### config.mk
export PLATFORM = sky130hd
export DESIGN_NAME = bcd_countdown_timer_flat
export DESIGN_NICKNAME = d
export VERILOG_FILES = /design/src/rtl/bcd_countdown_timer_pkg.sv /design/src/rtl/bcd_countdown_timer_if.sv /design/src/rtl/bcd_countdown_timer_bcd_digit_dec.sv /design/src/rtl/bcd_countdown_timer.sv /design/src/flat_wrapper.sv
export SDC_FILE = /design/constraint.sdc
export NUM_CORES = 1
export LEC_CHECK = 0
export BUFFER_PORTS_ARGS = -buffer_cell sky130_fd_sc_hd__buf_2
export CAP_MARGIN = 40
export CORE_MARGIN = 4
export CORE_UTILIZATION = 40
export CTS_CLUSTER_DIAMETER = 200
export DETAILED_ROUTE_END_ITERATION = 6
export PLACE_DENSITY_LB_ADDON = 0.05
export SETUP_SLACK_MARGIN = 0.05
export SKIP_CTS_REPAIR_TIMING = 1
export SYNTH_ARGS = -nofsm -noshare
export SYNTH_HDL_FRONTEND = slang
export SYNTH_SLANG_ARGS = --single-unit
### constraint.sdc
create_clock -name clk -period 6 [get_ports clk]
set_input_delay 1.2 -clock clk [delete_from_list [all_inputs] [get_ports clk]]
set_output_delay 1.2 -clock clk [all_outputs]
set_load 0.03 [all_outputs]
### src/rtl/bcd_countdown_timer_pkg.sv
// Shared definitions for the mm:ss BCD countdown timer: state encoding,
// BCD digit width, digit limits and a digit clamp helper.
package timer_pkg;

    typedef enum logic [1:0] {
        IDLE    = 2'd0,
        RUN     = 2'd1,
        PAUSE   = 2'd2,
        EXPIRED = 2'd3
    } state_e;

    localparam int DIGIT_W = 4;

    localparam logic [DIGIT_W-1:0] SEC_TENS_MAX = 4'd5;
    localparam logic [DIGIT_W-1:0] DIGIT_MAX    = 4'd9;

    // Saturate a single BCD digit to an upper limit.
    function automatic logic [DIGIT_W-1:0] clamp_digit(
        input logic [DIGIT_W-1:0] d,
        input logic [DIGIT_W-1:0] lim
    );
        return (d > lim) ? lim : d;
    endfunction

endpackage

### src/rtl/bcd_countdown_timer_if.sv
// Control/status bundle between the user-input stage, the timer and its
// consumers (display driver, alarm logic). master drives commands, slave is
// the timer itself.
interface bcd_countdown_timer_if;
    logic       tick;
    logic       start;
    logic       pause;
    logic       clear;
    logic       load;
    logic [7:0] load_min;
    logic [7:0] load_sec;
    logic [7:0] min_bcd;
    logic [7:0] sec_bcd;
    logic       running;
    logic       done;
    logic       expired;

    modport master (
        output tick, start, pause, clear, load, load_min, load_sec,
        input  min_bcd, sec_bcd, running, done, expired
    );

    modport slave (
        input  tick, start, pause, clear, load, load_min, load_sec,
        output min_bcd, sec_bcd, running, done, expired
    );
endinterface

### src/rtl/bcd_countdown_timer_bcd_digit_dec.sv
// One BCD digit of a ripple-borrow decrementer. A borrow into a zero digit
// wraps it to limit_i and propagates the borrow to the next digit.
module bcd_digit_dec
    import timer_pkg::*;
(
    input  logic [DIGIT_W-1:0] digit_i,
    input  logic [DIGIT_W-1:0] limit_i,
    input  logic               borrow_i,
    output logic [DIGIT_W-1:0] digit_o,
    output logic               borrow_o
);

    // Decrement only when a borrow arrives; zero wraps to the digit limit.
    always_comb begin
        digit_o  = digit_i;
        borrow_o = 1'b0;
        if (borrow_i) begin
            if (digit_i == '0) begin
                digit_o  = limit_i;
                borrow_o = 1'b1;
            end else begin
                digit_o = digit_i - 4'd1;
            end
        end
    end

endmodule

### src/rtl/bcd_countdown_timer.sv
// mm:ss BCD countdown timer driven by an external periodic tick.
// Optional build macro: TIMER_AUTORELOAD_EN (reload last loaded value on
// reaching 00:00 instead of stopping).
//
// state   | meaning
// --------+-----------------------------------------------------------
// IDLE    | stopped; count is whatever was loaded or cleared
// RUN     | counting down one second per tick event
// PAUSE   | stopped mid-count, resumable with start
// EXPIRED | reached 00:00; expired held until clear or load
module bcd_countdown_timer
    import timer_pkg::*;
#(
    parameter logic [7:0] MAX_MIN_BCD = 8'h99
) (
    input  logic                 clk,
    input  logic                 rst_n,
    bcd_countdown_timer_if.slave tmr
);

    state_e     state_q, state_d;
    logic [7:0] min_q, min_d;
    logic [7:0] sec_q, sec_d;
    logic       running_q, running_d;
    logic       done_q, done_d;
    logic       expired_q, expired_d;
    logic       tick_q;
    logic       tick_evt;

    logic [7:0] ld_min, ld_sec;
    logic [7:0] dec_min, dec_sec;
    logic       b_so, b_st, b_mo, b_mt;
    logic       count_zero, dec_zero;

    assign tick_evt = tmr.tick & ~tick_q;

    // Out-of-range minutes are judged on the raw value first, so a non-BCD
    // entry like A7 saturates to the full limit rather than to 97.
    assign ld_min = (tmr.load_min > MAX_MIN_BCD) ? MAX_MIN_BCD :
                    {clamp_digit(tmr.load_min[7:4], DIGIT_MAX),
                     clamp_digit(tmr.load_min[3:0], DIGIT_MAX)};
    assign ld_sec = {clamp_digit(tmr.load_sec[7:4], SEC_TENS_MAX),
                     clamp_digit(tmr.load_sec[3:0], DIGIT_MAX)};

    bcd_digit_dec u_sec_ones (
        .digit_i (sec_q[3:0]), .limit_i (DIGIT_MAX),    .borrow_i (1'b1),
        .digit_o (dec_sec[3:0]), .borrow_o (b_so));
    bcd_digit_dec u_sec_tens (
        .digit_i (sec_q[7:4]), .limit_i (SEC_TENS_MAX), .borrow_i (b_so),
        .digit_o (dec_sec[7:4]), .borrow_o (b_st));
    bcd_digit_dec u_min_ones (
        .digit_i (min_q[3:0]), .limit_i (DIGIT_MAX),    .borrow_i (b_st),
        .digit_o (dec_min[3:0]), .borrow_o (b_mo));
    bcd_digit_dec u_min_tens (
        .digit_i (min_q[7:4]), .limit_i (DIGIT_MAX),    .borrow_i (b_mo),
        .digit_o (dec_min[7:4]), .borrow_o (b_mt));

    assign count_zero = (min_q == 8'h00) && (sec_q == 8'h00);
    assign dec_zero   = (dec_min == 8'h00) && (dec_sec == 8'h00);

`ifdef TIMER_AUTORELOAD_EN
    logic [7:0] rld_min_q, rld_min_d;
    logic [7:0] rld_sec_q, rld_sec_d;

    // Reload register holds the last post-clamp loaded value.
    always_ff @(posedge clk or negedge rst_n) begin
        if (!rst_n) begin
            rld_min_q <= 8'h00;
            rld_sec_q <= 8'h00;
        end else begin
            rld_min_q <= rld_min_d;
            rld_sec_q <= rld_sec_d;
        end
    end
`endif

    // Next-state and registered-output logic; commands in priority order.
    always_comb begin
        state_d = state_q;
        min_d   = min_q;
        sec_d   = sec_q;
        done_d  = 1'b0;
`ifdef TIMER_AUTORELOAD_EN
        rld_min_d = rld_min_q;
        rld_sec_d = rld_sec_q;
`endif
        if (tmr.clear) begin
            state_d = IDLE;
            min_d   = 8'h00;
            sec_d   = 8'h00;
        end else if (tmr.load && (state_q != RUN)) begin
            state_d = IDLE;
            min_d   = ld_min;
            sec_d   = ld_sec;
`ifdef TIMER_AUTORELOAD_EN
            rld_min_d = ld_min;
            rld_sec_d = ld_sec;
`endif
        end else if (tmr.pause && (state_q == RUN)) begin
            state_d = PAUSE;
        end else if (tmr.start && ((state_q == IDLE) || (state_q == PAUSE))) begin
            if (!count_zero) begin
                state_d = RUN;
            end
        end else if (tick_evt && (state_q == RUN) && !b_mt) begin
            // b_mt would only be set when decrementing 00:00; never wrap.
            min_d = dec_min;
            sec_d = dec_sec;
            if (dec_zero) begin
                done_d  = 1'b1;
                state_d = EXPIRED;
`ifdef TIMER_AUTORELOAD_EN
                // A zero reload value falls back to stopping at 00:00.
                if ((rld_min_q != 8'h00) || (rld_sec_q != 8'h00)) begin
                    state_d = RUN;
                    min_d   = rld_min_q;
                    sec_d   = rld_sec_q;
                end
`endif
            end
        end
        running_d = (state_d == RUN);
        expired_d = (state_d == EXPIRED);
    end

    // State, count and flag registers.
    always_ff @(posedge clk or negedge rst_n) begin
        if (!rst_n) begin
            state_q   <= IDLE;
            min_q     <= 8'h00;
            sec_q     <= 8'h00;
            running_q <= 1'b0;
            done_q    <= 1'b0;
            expired_q <= 1'b0;
            tick_q    <= 1'b0;
        end else begin
            state_q   <= state_d;
            min_q     <= min_d;
            sec_q     <= sec_d;
            running_q <= running_d;
            done_q    <= done_d;
            expired_q <= expired_d;
            tick_q    <= tmr.tick;
        end
    end

    assign tmr.min_bcd = min_q;
    assign tmr.sec_bcd = sec_q;
    assign tmr.running = running_q;
    assign tmr.done    = done_q;
    assign tmr.expired = expired_q;

endmodule

### src/flat_wrapper.sv
// flat-port wrapper written by rule: the top's interface ports become plain ports
module bcd_countdown_timer_flat import timer_pkg::*;
#(
    parameter logic [7:0] MAX_MIN_BCD = 8'h99
)
  (clk, rst_n, tmr_tick, tmr_start, tmr_pause, tmr_clear, tmr_load, tmr_load_min, tmr_load_sec, tmr_min_bcd, tmr_sec_bcd, tmr_running, tmr_done, tmr_expired);
  bcd_countdown_timer_if tmr_i ();
  input  logic clk;
  input  logic rst_n;
  input wire logic [$bits(tmr_i.tick)-1:0] tmr_tick;
  input wire logic [$bits(tmr_i.start)-1:0] tmr_start;
  input wire logic [$bits(tmr_i.pause)-1:0] tmr_pause;
  input wire logic [$bits(tmr_i.clear)-1:0] tmr_clear;
  input wire logic [$bits(tmr_i.load)-1:0] tmr_load;
  input wire logic [$bits(tmr_i.load_min)-1:0] tmr_load_min;
  input wire logic [$bits(tmr_i.load_sec)-1:0] tmr_load_sec;
  output wire logic [$bits(tmr_i.min_bcd)-1:0] tmr_min_bcd;
  output wire logic [$bits(tmr_i.sec_bcd)-1:0] tmr_sec_bcd;
  output wire logic [$bits(tmr_i.running)-1:0] tmr_running;
  output wire logic [$bits(tmr_i.done)-1:0] tmr_done;
  output wire logic [$bits(tmr_i.expired)-1:0] tmr_expired;
  assign tmr_i.tick = tmr_tick;
  assign tmr_i.start = tmr_start;
  assign tmr_i.pause = tmr_pause;
  assign tmr_i.clear = tmr_clear;
  assign tmr_i.load = tmr_load;
  assign tmr_i.load_min = tmr_load_min;
  assign tmr_i.load_sec = tmr_load_sec;
  assign tmr_min_bcd = tmr_i.min_bcd;
  assign tmr_sec_bcd = tmr_i.sec_bcd;
  assign tmr_running = tmr_i.running;
  assign tmr_done = tmr_i.done;
  assign tmr_expired = tmr_i.expired;
  bcd_countdown_timer #(.MAX_MIN_BCD(MAX_MIN_BCD)) u_core (.clk(clk), .rst_n(rst_n), .tmr(tmr_i));
endmodule
==> flow_summary.rst, run 1 <==
.. list-table::
   :header-rows: 1

   * - Metric
     - Value
   * - CP required
     - 6.25 ns
   * - Distinct cell type count after synthesis
     - 55
   * - Register-to-Register Path Depth
     - 5
   * - Most used standard cells in the synthesized netlist
     - dfrtp_1, nor2_1, nand2_1
   * - Share of Yosys cell area claimed by the top area cell type
     - 39.1%
   * - Number of warning messages in the yosys log
     - 0
   * - Launch point of the worst path
     - tmr_load
   * - Vias
     - 1407
   * - Fraction of synthesis flops using an asynchronous set or reset pin
     - 100%
   * - Sort of element at the start of the critical path
     - input port
   * - Top_reg_cell synth
     - dfrtp_1
   * - Global router's overall resource usage
     - 19.4%
   * - Seq/Total Area, Yosys
     - 39.1%
   * - Pre-antenna DRT Iters
     - 4
   * - Number of max-capacitance violations reported
     - 0
   * - I/O pin count
     - 42
   * - Worst setup EP type
     - register
   * - Path category of the worst min-delay check
     - reg2reg
   * - Measured slew at the worst slew-check pin
     - 0.750 ns
   * - Antenna Violating Nets Remaining
     - 0
   * - Cells after synthesis
     - 160
   * - Detail-routed via count per cell
     - 5.77
   * - Unrepaired setup endpoints after global routing
     - no
   * - Number of hold-slack violations in the final timing report
     - 0
   * - Largest net degree at the start of global routing
     - 23
   * - Die outline width
     - 67.3 um
   * - Clock tree from TritonCTS
     - built
   * - Worst-Skew Late Latency
     - 0.31 ns
   * - Layout Cells excl Fill
     - 244
   * - Leading area contributor after synthesis
     - dfrtp_1
   * - Area of the mapped netlist
     - 1410 um2
   * - Minimum clock period after layout
     - 2.36 ns
   * - Synth Area per Inst
     - 8.80 um2
   * - Arrival @ worst endpoint
     - 2.61 ns
   * - Number of synthesized flops with an enable pin
     - 0
   * - Ranking of synthesized cells by area
     - dfrtp_1, nor2_1, o21ai_0, nand2_1, a21oi_1
   * - Maximum buffer depth of the clock tree
     - 2
   * - Placer Congestion
     - 0.833
   * - Fraction of layout instances using a drive strength above 1
     - 25.8%
   * - Worst slew margin
     - 49.8%
   * - Final worst-path setup slack
     - 3.64 ns
   * - Number of synthesized register bits
     - 22
   * - Iteration-0 DRC count of the detailed router
     - 127
   * - Setup TNS
     - 0 ns
   * - CTS HTree Levels
     - 1
   * - Number of clock buffers inserted by TritonCTS
     - 3
   * - Wire length of the first global-routing pass
     - 6.65 mm
   * - Worst reg2reg path startpoint
     - u_core.tmr.sec_bcd[0]$_DFFE_PN0P_
   * - Std-Cell Rows
     - 21
   * - Final setup violation count
     - 0
   * - Net count of the finished layout
     - 223
   * - Total power divided by cell area
     - 219 nW/um2
   * - Tcrit/Tclk final
     - 39.4%
   * - Most repeated cell in the gate-level netlist after synthesis
     - dfrtp_1
   * - Die area
     - 4530 um2
   * - Largest driver fanout on the critical path
     - 10
   * - Post-Syn Nets
     - 183
   * - Effective utilization at floorplan
     - 41.9%
   * - R2r setup slk
     - 3.66 ns
   * - Count of unresolved DRC violations after routing
     - 0
   * - Total congestion overflow
     - 0
   * - Antenna violations before repair
     - 0
   * - Routed length per instance
     - 16.7 um
   * - Area added between synthesis and finish
     - 18.0%
   * - Peak supply drop
     - 0.000146 V
   * - Final antenna diode count
     - 0
   * - Max Transition Viols Final
     - 0
   * - Leakage power summed over all cells
     - 0.000761 uW
   * - DRT Wirelength
     - 4.06 mm
   * - Input/output buffers
     - 41
   * - Placed instance count
     - 241
   * - Worst reg2reg endpoint
     - u_core.tmr.min_bcd[5]$_DFFE_PN0P_
   * - HPWL Detailed
     - 3.05 mm
   * - Worst clock skew on the final layout
     - 0.00948 ns
   * - Core area
     - 3360 um2
   * - Vias in the first global route
     - 1337
   * - CTS root buffer
     - clkbuf_4
   * - F_max
     - 0.423 GHz
   * - Clock-pin slew of the registers on the worst-case setup and hold paths
     - 0.12 ns
   * - CP Class
     - in2reg
   * - Clock tree sinks
     - 22
   * - Die height
     - 67.3 um
   * - Capture point of the critical path
     - u_core.tmr.running$_DFF_PN0_
   * - Pre-CTS WS
     - 3.33 ns
   * - Result of the run
     - complete, no violations
## final cells by class
type,instances,area (um2)
timing repair buffer,41,205
inverter,7,26.3
tap,46,57.6
multi-input combinational,125,800
clock buffer,3,22.5
sequential,22,551
fill,373,1700
## cells by family (layout without fill, tap and decap cells)
group / after synthesis / count (layout) / share of synthesized area, %
mux: 3 / 3 / 2.22
xor+xnor: 2 / 2 / 1.24
compound gates: 52 / 52 / 26.6
buf+inv: 13 / 51 / 4.09
simple gates: 68 / 68 / 26.8
flops: 22 / 22 / 39.1
## registers in the layout, summed over array words and instances, names as in the netlist
signal and cells:
u_core.state_q 2, u_core.tick_q 1, u_core.tmr.done 1, u_core.tmr.expired 1, u_core.tmr.min_bcd 8, u_core.tmr.running 1
u_core.tmr.sec_bcd 8
## power by group
group | leakage (uW) | internal (uW) | switching, uW
Combinational | 0.000454 | 40.8 | 82.9
Sequential | 0.000293 | 159 | 13.5
Clock | 0.0000138 | 23.4 | 44.3
Total | 0.000761 | 223 | 141
## metal layers
layer  global-route usage (%)  up-vias  part of all wire [%]  wire [um]
met4                     2.53        0                  0.49         20
met5                        0        -                     0          0
li1                         -      692                     -          -
met2                     32.1       33                    48       1940
met3                     4.33        2                   5.0        202
met1                     26.5      680                    47       1900
## per-stage QoR
stage / instance area, um2 / utilization, % / hold WS (ns) / power, uW
finish: 1660 / 49.4 / 0.575 / 363
global route: 1660 / 49.4 / 0.606 / 389
CTS: 1660 / 49.4 / 0.572 / 367
detailed placement: 1640 / 48.7 / 0.538 / 298
global placement: 1640 / 48.7 / 0.526 / 297
floorplan: 1410 / - / 0.551 / 260
## worst min-delay path by stage
stage	startpoint	endpoint	slack, ns	cells past startpoint
finish	u_core.tmr.min_bcd[1]$_DFFE_PN0P_	u_core.tmr.min_bcd[1]$_DFFE_PN0P_	0.58	2
global route	u_core.tmr.sec_bcd[7]$_DFFE_PN0P_	u_core.tmr.sec_bcd[7]$_DFFE_PN0P_	0.61	1
CTS	u_core.tmr.min_bcd[1]$_DFFE_PN0P_	u_core.tmr.min_bcd[1]$_DFFE_PN0P_	0.57	2
detailed placement	u_core.tmr.min_bcd[1]$_DFFE_PN0P_	u_core.tmr.min_bcd[1]$_DFFE_PN0P_	0.54	2
global placement	u_core.tmr.min_bcd[1]$_DFFE_PN0P_	u_core.tmr.min_bcd[1]$_DFFE_PN0P_	0.53	2
floorplan	u_core.state_q[1]$_DFF_PN0_	u_core.state_q[1]$_DFF_PN0_	0.55	2
## placed cells by master, fill, tap and decap left out, types with 3 or more instances in the layout
| cell type | n |
|---|---|
| o211ai_1 | 4 |
| a211oi_1 | 3 |
| clkbuf_4 | 3 |
| buf_2 | 41 |
| a21oi_1 | 9 |
| nand4_1 | 6 |
| nand3_1 | 4 |
| o311ai_0 | 3 |
| inv_1 | 7 |
| nor2_1 | 18 |
| dfrtp_1 | 22 |
| nor3_1 | 5 |
| o21ai_0 | 10 |
| nand2_1 | 13 |
## worst max-delay path, stage by stage
cell     delay, ns
buf_2         0.12
and2_1        0.19
nor2_1        0.59
nand2_1       0.23
and3b_1       0.27
Power figures use the tool's default switching activity.
==> inputs of run 2 (changes only) <==
==> constraint.sdc (replaced) <==
create_clock -name clk -period 1.9 [get_ports clk]
set_input_delay 0.38 -clock clk [delete_from_list [all_inputs] [get_ports clk]]
set_output_delay 0.38 -clock clk [all_outputs]
set_load 0.03 [all_outputs]
==> run 2 against run 1 <==
Effect of this change:
- the run now ends with setup timing left
- flip-flop and latch count is the same
- first-iteration DRC count up 3.9%
- die area unchanged
- non-clock buffer count increased by 42
- largest cell class unchanged
==> flow_summary.rst, run 2 (synthesized netlist as in run 1, its figures left out) <==
.. list-table::
   :header-rows: 1

   * - Metric
     - Value
   * - Clock tree sinks
     - 22 (unchanged)
   * - CTS root buffer
     - clkbuf_4 (unchanged)
   * - Core area
     - 3360 um2 (unchanged)
   * - Worst setup EP type
     - register (unchanged)
   * - Die area
     - 4530 um2 (unchanged)
   * - Final antenna diode count
     - 0 (unchanged)
   * - Tcrit/Tclk final
     - 110%
   * - Result of the run
     - finished, violations left (was complete, no violations)
   * - Routed length per instance
     - 15.5 um (was 16.7 um)
   * - Pre-CTS WS
     - -0.176 ns (was 3.33 ns)
   * - Placer Congestion
     - 0.912 (was 0.833)
   * - Worst path buffer plus inverter count
     - 0 (was 1)
   * - Cell area reported after detailed placement
     - 1960 um2 (was 1640 um2)
   * - Largest driver fanout on the critical path
     - 8 (was 10)
   * - Wire length of the first global-routing pass
     - 7.42 mm (was 6.65 mm)
   * - Worst clock skew on the final layout
     - 0.00436 ns (was 0.00948 ns)
   * - Die height
     - 67.3 um (unchanged)
   * - Global router's overall resource usage
     - 21.9% (was 19.4%)
   * - Unrepaired setup endpoints after global routing
     - yes (was no)
   * - Clock-pin slew of the registers on the worst-case setup and hold paths
     - 0.12 ns (about the same)
   * - Measured slew at the worst slew-check pin
     - 0.505 ns (was 0.750 ns)
   * - Maximum buffer depth of the clock tree
     - 2 (unchanged)
   * - Layout Cells excl Fill
     - 287 (was 244)
   * - Clock tree from TritonCTS
     - built (unchanged)
   * - Net count of the finished layout
     - 265 (was 223)
   * - Number of clock buffers inserted by TritonCTS
     - 3 (unchanged)
   * - Post-layout instance area
     - 2090 um2 (was 1660 um2)
   * - F_max
     - 0.480 GHz
   * - CP required
     - 2.11 ns (was 6.25 ns)
   * - Std-Cell Rows
     - 21 (unchanged)
   * - Peak supply drop
     - 0.000422 V (was 0.000146 V)
   * - Number of max-capacitance violations reported
     - 0 (unchanged)
   * - Delay of the slowest cell on the worst path
     - 0.50 ns (was 0.59 ns)
   * - Total power divided by cell area
     - 651 nW/um2 (was 219 nW/um2)
   * - Area added between synthesis and finish
     - 48.3% (was 18.0%)
   * - Pre-antenna DRT Iters
     - 4 (unchanged)
   * - Filler cells
     - 321 (was 373)
   * - Largest net degree at the start of global routing
     - 23 (unchanged)
   * - I/O pin count
     - 42 (unchanged)
   * - Series of cell instances along the critical path
     - or3_4 -> or4_4 -> nand3_1 -> mux2_1 -> a32o_1 (was buf_2 -> and2_1 -> nor2_1 -> nand2_1 -> and3b_1)
   * - Vias
     - 1623 (was 1407)
   * - Minimum clock period after layout
     - 2.08 ns
   * - Vias in the first global route
     - 1605 (was 1337)
   * - HPWL Detailed
     - 3.45 mm (was 3.05 mm)
   * - DRT Wirelength
     - 4.46 mm (was 4.06 mm)
   * - Cell family with the largest share of critical-path delay
     - simple AND/OR/NAND/NOR gates (unchanged)
   * - Arrival @ worst endpoint
     - 2.29 ns (was 2.61 ns)
   * - Detail-routed via count per cell
     - 5.66 (was 5.77)
   * - Fraction of layout instances using a drive strength above 1
     - 48.1% (was 25.8%)
   * - Iteration-0 DRC count of the detailed router
     - 132 (was 127)
   * - Effective utilization at floorplan
     - 41.9% (unchanged)
   * - Violations in the final reports
     - setup timing
   * - Setup TNS
     - -2.12 ns (was 0 ns)
   * - Highest-delay cell along the critical path
     - or4_4 (was nor2_1)
   * - Worst-Skew Late Latency
     - 0.31 ns (about the same)
   * - Leakage power summed over all cells
     - 0.000977 uW (was 0.000761 uW)
   * - Total congestion overflow
     - 0 (unchanged)
   * - CP Class
     - reg2reg (was in2reg)
   * - CTS HTree Levels
     - 1 (unchanged)
   * - Highest-count cells in the layout ignoring fill and taps
     - buf_2, buf_4, nor2_1 (was buf_2, dfrtp_1, nor2_1)
   * - Final setup violation count
     - 20 (was 0)
   * - Worst slew margin
     - 66.3% (was 49.8%)
   * - Antenna Violating Nets Remaining
     - 0 (unchanged)
   * - Die outline width
     - 67.3 um (unchanged)
   * - Sort of element at the start of the critical path
     - register (was input port)
   * - Path category of the worst min-delay check
     - in2async (was reg2reg)
   * - Placed instance count
     - 279 (was 241)
   * - Max Transition Viols Final
     - 0 (unchanged)
   * - Count of unresolved DRC violations after routing
     - 0 (unchanged)
   * - Number of hold-slack violations in the final timing report
     - 0 (unchanged)
   * - Input/output buffers
     - 41 (unchanged)
   * - Final worst-path setup slack
     - -0.182 ns (was 3.64 ns)
   * - Antenna violations before repair
     - 0 (unchanged)
run 2: cell count changes in the layout (fill, tap and decap cells not counted), moves of 3 or more:
cell | previous run | this run
buf_4 | 0 | 41
dfrtp_1 | 22 | 12
dfrtp_2 | 0 | 10
o21ai_0 | 10 | 7
run 2: cell type report:
| class | instances | area (um2) | area share [%] |
|---|---|---|---|
| sequential | 22 | 563 | 27.0 |
| clock buffer | 4 | 36.3 | 1.74 |
| inverter | 7 | 26.3 | 1.26 |
| tap | 46 | 57.6 | 2.76 |
| timing repair buffer | 83 | 533 | 25.5 |
| multi-input combinational | 125 | 871 | 41.7 |
run 2: through the flow:
step / power (uW) / hold WS, ns / util, %
floorplan: 833 / 0.0844 / -
global placement: 1050 / 0.372 / 58.2
detailed placement: 1060 / 0.381 / 58.2
CTS: 1320 / 0.0290 / 59.3
global route: 1450 / 0.0365 / 62.1
finish: 1360 / 0.0130 / 62.1
run 2: report_power, final:
part / internal [uW] / leakage (uW) / switching (uW)
clock: 117 / 0.0000210 / 145
combinational: 243 / 0.000678 / 328
sequential: 504 / 0.000278 / 21.0
run 2: path summary, 6_finish.rpt:
check,startpoint,end,slack (ns),depth (start not counted)
max in group asynchronous,rst_n,u_core.tmr.sec_bcd[0]$_DFFE_PN0P_,1.52,1
worst min-delay path,rst_n,u_core.tmr.expired$_DFF_PN0_,0.01,1
worst max-delay path,u_core.tmr.min_bcd[3]$_DFFE_PN0P_,u_core.tmr.min_bcd[2]$_DFFE_PN0P_,-0.18,5
worst max register to register,u_core.tmr.min_bcd[3]$_DFFE_PN0P_,u_core.tmr.min_bcd[2]$_DFFE_PN0P_,-0.18,5
worst min register to register,u_core.tmr.min_bcd[1]$_DFFE_PN0P_,u_core.tmr.min_bcd[1]$_DFFE_PN0P_,0.63,3
min in group clk,tmr_tick,u_core.tick_q$_DFF_PN0_,0.18,1
run 2: worst register-to-register path, cell delays in order (launching register included):
cell	delay, ns
dfrtp_2	0.42
or3_4	0.40
or4_4	0.50
nand3_1	0.14
mux2_1	0.32
a32o_1	0.20
run 2: metal layers:
metal  track usage (%)  part of all wire [%]  vias to the layer above
li1                  -                     -                      770
met1              29.6                    45                      779
met2              32.9                    47                       60
met3              5.32                   6.1                       14
met4              9.62                   2.5                        0
met5                 0                     0                        -
==> inputs of run 3 (changes only) <==
--- a/config.mk
+++ b/config.mk
@@ -7,8 +7,10 @@
 export LEC_CHECK = 0
 export BUFFER_PORTS_ARGS = -buffer_cell sky130_fd_sc_hd__buf_2
 export CAP_MARGIN = 40
+export CELL_PAD_IN_SITES_DETAIL_PLACEMENT = 2
+export CELL_PAD_IN_SITES_GLOBAL_PLACEMENT = 2
 export CORE_MARGIN = 4
-export CORE_UTILIZATION = 40
+export CORE_UTILIZATION = 27
 export CTS_CLUSTER_DIAMETER = 200
 export DETAILED_ROUTE_END_ITERATION = 6
 export PLACE_DENSITY_LB_ADDON = 0.05
==> run 3 against run 2 <==
Effect of this change:
- the run still ends with setup timing left
- non-clock buffer count rose by 6
- combinational power rose by 17%
- via count rose by 6.7%
- clock skew fell by 0.0013 ns
- sequential power barely moved
==> flow_summary.rst, run 3 (synthesized netlist as in run 1, its figures left out) <==
.. list-table::
   :header-rows: 1

   * - Metric
     - Value
   * - Result of the run
     - finished, violations left (unchanged)
   * - Violations in the final reports
     - setup timing (unchanged)
   * - Total power consumption of the routed design
     - 1550 uW (was 1360 uW)
   * - Largest driver fanout on the critical path
     - 6 (was 8)
   * - R2r setup slk
     - -0.30 ns (was -0.18 ns)
   * - Vias
     - 1732 (was 1623)
   * - Tcrit/Tclk final
     - 116% (was 110%)
   * - Worst hold slack
     - 0.0863 ns (was 0.0130 ns)
   * - Clock tree from TritonCTS
     - built (unchanged)
   * - Worst reg2reg path startpoint
     - u_core.tmr.min_bcd[3]$_DFFE_PN0P_ (unchanged)
   * - Util after Layout
     - 44.4% (was 62.1%)
   * - Iteration-0 DRC count of the detailed router
     - 101 (was 132)
   * - Routed length per instance
     - 20.8 um (was 15.5 um)
   * - Global router's overall resource usage
     - 19.9% (was 21.9%)
   * - Max Transition Viols Final
     - 0 (unchanged)
   * - Pre-antenna DRT Iters
     - 4 (unchanged)
   * - Peak supply drop
     - 0.000288 V (was 0.000422 V)
   * - Post-layout instance area
     - 2250 um2 (was 2090 um2)
   * - Setup TNS
     - -3.79 ns (was -2.12 ns)
   * - DRT Wirelength
     - 6.61 mm (was 4.46 mm)
   * - Worst clock skew on the final layout
     - 0.00305 ns (was 0.00436 ns)
   * - Detail-routed via count per cell
     - 5.45 (was 5.66)
   * - Die area
     - 6430 um2 (was 4530 um2)
   * - I/O pin count
     - 42 (unchanged)
   * - Arrival @ worst endpoint
     - 2.36 ns (was 2.29 ns)
   * - CP Class
     - reg2reg (unchanged)
   * - Final setup violation count
     - 21 (was 20)
   * - CP required
     - 2.06 ns (was 2.11 ns)
   * - Area added between synthesis and finish
     - 60.2% (was 48.3%)
   * - Die outline width
     - 80.2 um (was 67.3 um)
   * - Antenna Violating Nets Remaining
     - 0 (unchanged)
   * - Worst-Skew Late Latency
     - 0.27 ns (was 0.31 ns)
   * - Input/output buffers
     - 41 (unchanged)
   * - Minimum clock period after layout
     - 2.20 ns (was 2.08 ns)
   * - Wire length of the first global-routing pass
     - 9.79 mm (was 7.42 mm)
   * - Net count of the finished layout
     - 272 (was 265)
   * - Path category of the worst min-delay check
     - in2async (unchanged)
   * - Largest net degree at the start of global routing
     - 23 (unchanged)
   * - HPWL Detailed
     - 4.73 mm (was 3.45 mm)
   * - F_max
     - 0.455 GHz (was 0.480 GHz)
   * - Effective utilization at floorplan
     - 27.7% (was 41.9%)
   * - Number of hold-slack violations in the final timing report
     - 0 (unchanged)
   * - Cell area reported after detailed placement
     - 2010 um2 (was 1960 um2)
   * - Launch point of the worst path
     - u_core.tmr.min_bcd[3]$_DFFE_PN0P_ (unchanged)
   * - Number of max-capacitance violations reported
     - 0 (unchanged)
   * - CTS HTree Levels
     - 1 (unchanged)
   * - Unrepaired setup endpoints after global routing
     - yes (unchanged)
   * - Total congestion overflow
     - 0 (unchanged)
   * - Die height
     - 80.2 um (was 67.3 um)
   * - Clock-pin slew of the registers on the worst-case setup and hold paths
     - 0.09 ns (was 0.12 ns)
   * - Count of unresolved DRC violations after routing
     - 0 (unchanged)
   * - Antenna violations before repair
     - 0 (unchanged)
   * - Final antenna diode count
     - 0 (unchanged)
   * - Leakage power summed over all cells
     - 0.00103 uW (was 0.000977 uW)
   * - Total power divided by cell area
     - 689 nW/um2 (was 651 nW/um2)
   * - Sort of element at the start of the critical path
     - register (unchanged)
   * - Std-Cell Rows
     - 26 (was 21)
   * - Fraction of layout instances using a drive strength above 1
     - 52.4% (was 48.1%)
   * - Final worst-path setup slack
     - -0.300 ns (was -0.182 ns)
   * - Worst setup EP type
     - register (unchanged)
   * - Most common cell after layout, fill and taps aside
     - buf_4
   * - Number of clock buffers inserted by TritonCTS
     - 3 (unchanged)
   * - Vias in the first global route
     - 1851 (was 1605)
   * - Worst slew margin
     - 62.7% (was 66.3%)
   * - Highest-count cells in the layout ignoring fill and taps
     - buf_4, buf_2, nor2_1 (was buf_2, buf_4, nor2_1)
   * - CTS root buffer
     - clkbuf_8 (was clkbuf_4)
   * - Placer Congestion
     - 0.795 (was 0.912)
   * - Core area
     - 5070 um2 (was 3360 um2)
   * - Measured slew at the worst slew-check pin
     - 0.559 ns (was 0.505 ns)
   * - Clock tree sinks
     - 22 (unchanged)
   * - Maximum buffer depth of the clock tree
     - 2 (unchanged)
-- run 3: worst max-delay path, cell delays in order (launching register included) --
cell and delay, ns:
dfrtp_2 0.42, or3_4 0.40, or4_4 0.58, nand3_2 0.14
mux2_1 0.34, a32o_1 0.21
-- run 3: power breakdown --
part | switching (uW) | internal (uW) | total, uW
combinational | 400 | 269 | 670
sequential | 24.0 | 504 | 528
clock | 169 | 185 | 355
-- run 3: final timing paths --
| check | end | cells past startpoint |
|---|---|---|
| worst min-delay path | u_core.state_q[0]$_DFF_PN0_ | 1 |
| max in group asynchronous | u_core.tmr.min_bcd[1]$_DFFE_PN0P_ | 1 |
| worst max-delay path | u_core.tmr.min_bcd[2]$_DFFE_PN0P_ | 5 |
| min in group clk | u_core.tick_q$_DFF_PN0_ | 1 |
| worst min register to register | u_core.tmr.min_bcd[1]$_DFFE_PN0P_ | 3 |
| worst max register to register | u_core.tmr.min_bcd[2]$_DFFE_PN0P_ | 5 |
-- run 3: final cells by class --
cell class / count / area (um2)
fill: 588 / 2820
inverter: 7 / 26.3
timing repair buffer: 89 / 581
tap: 70 / 87.6
multi-input combinational: 126 / 942
clock buffer: 4 / 55.1
sequential: 22 / 563
-- run 3: through the flow --
step                worst slack, ns  std cells
finish                       -0.300        318
global route                 -0.328        318
CTS                          -0.337        311
detailed placement           -0.275        307
global placement             -0.177        307
floorplan                    -0.182        160
-- run 3: metal layers --
metal | global-route usage, % | part of all wire, %
met5 | 0 | 0
met2 | 34.2 | 51
met3 | 3.14 | 3.5
met1 | 25.2 | 44
met4 | 6.25 | 1.6
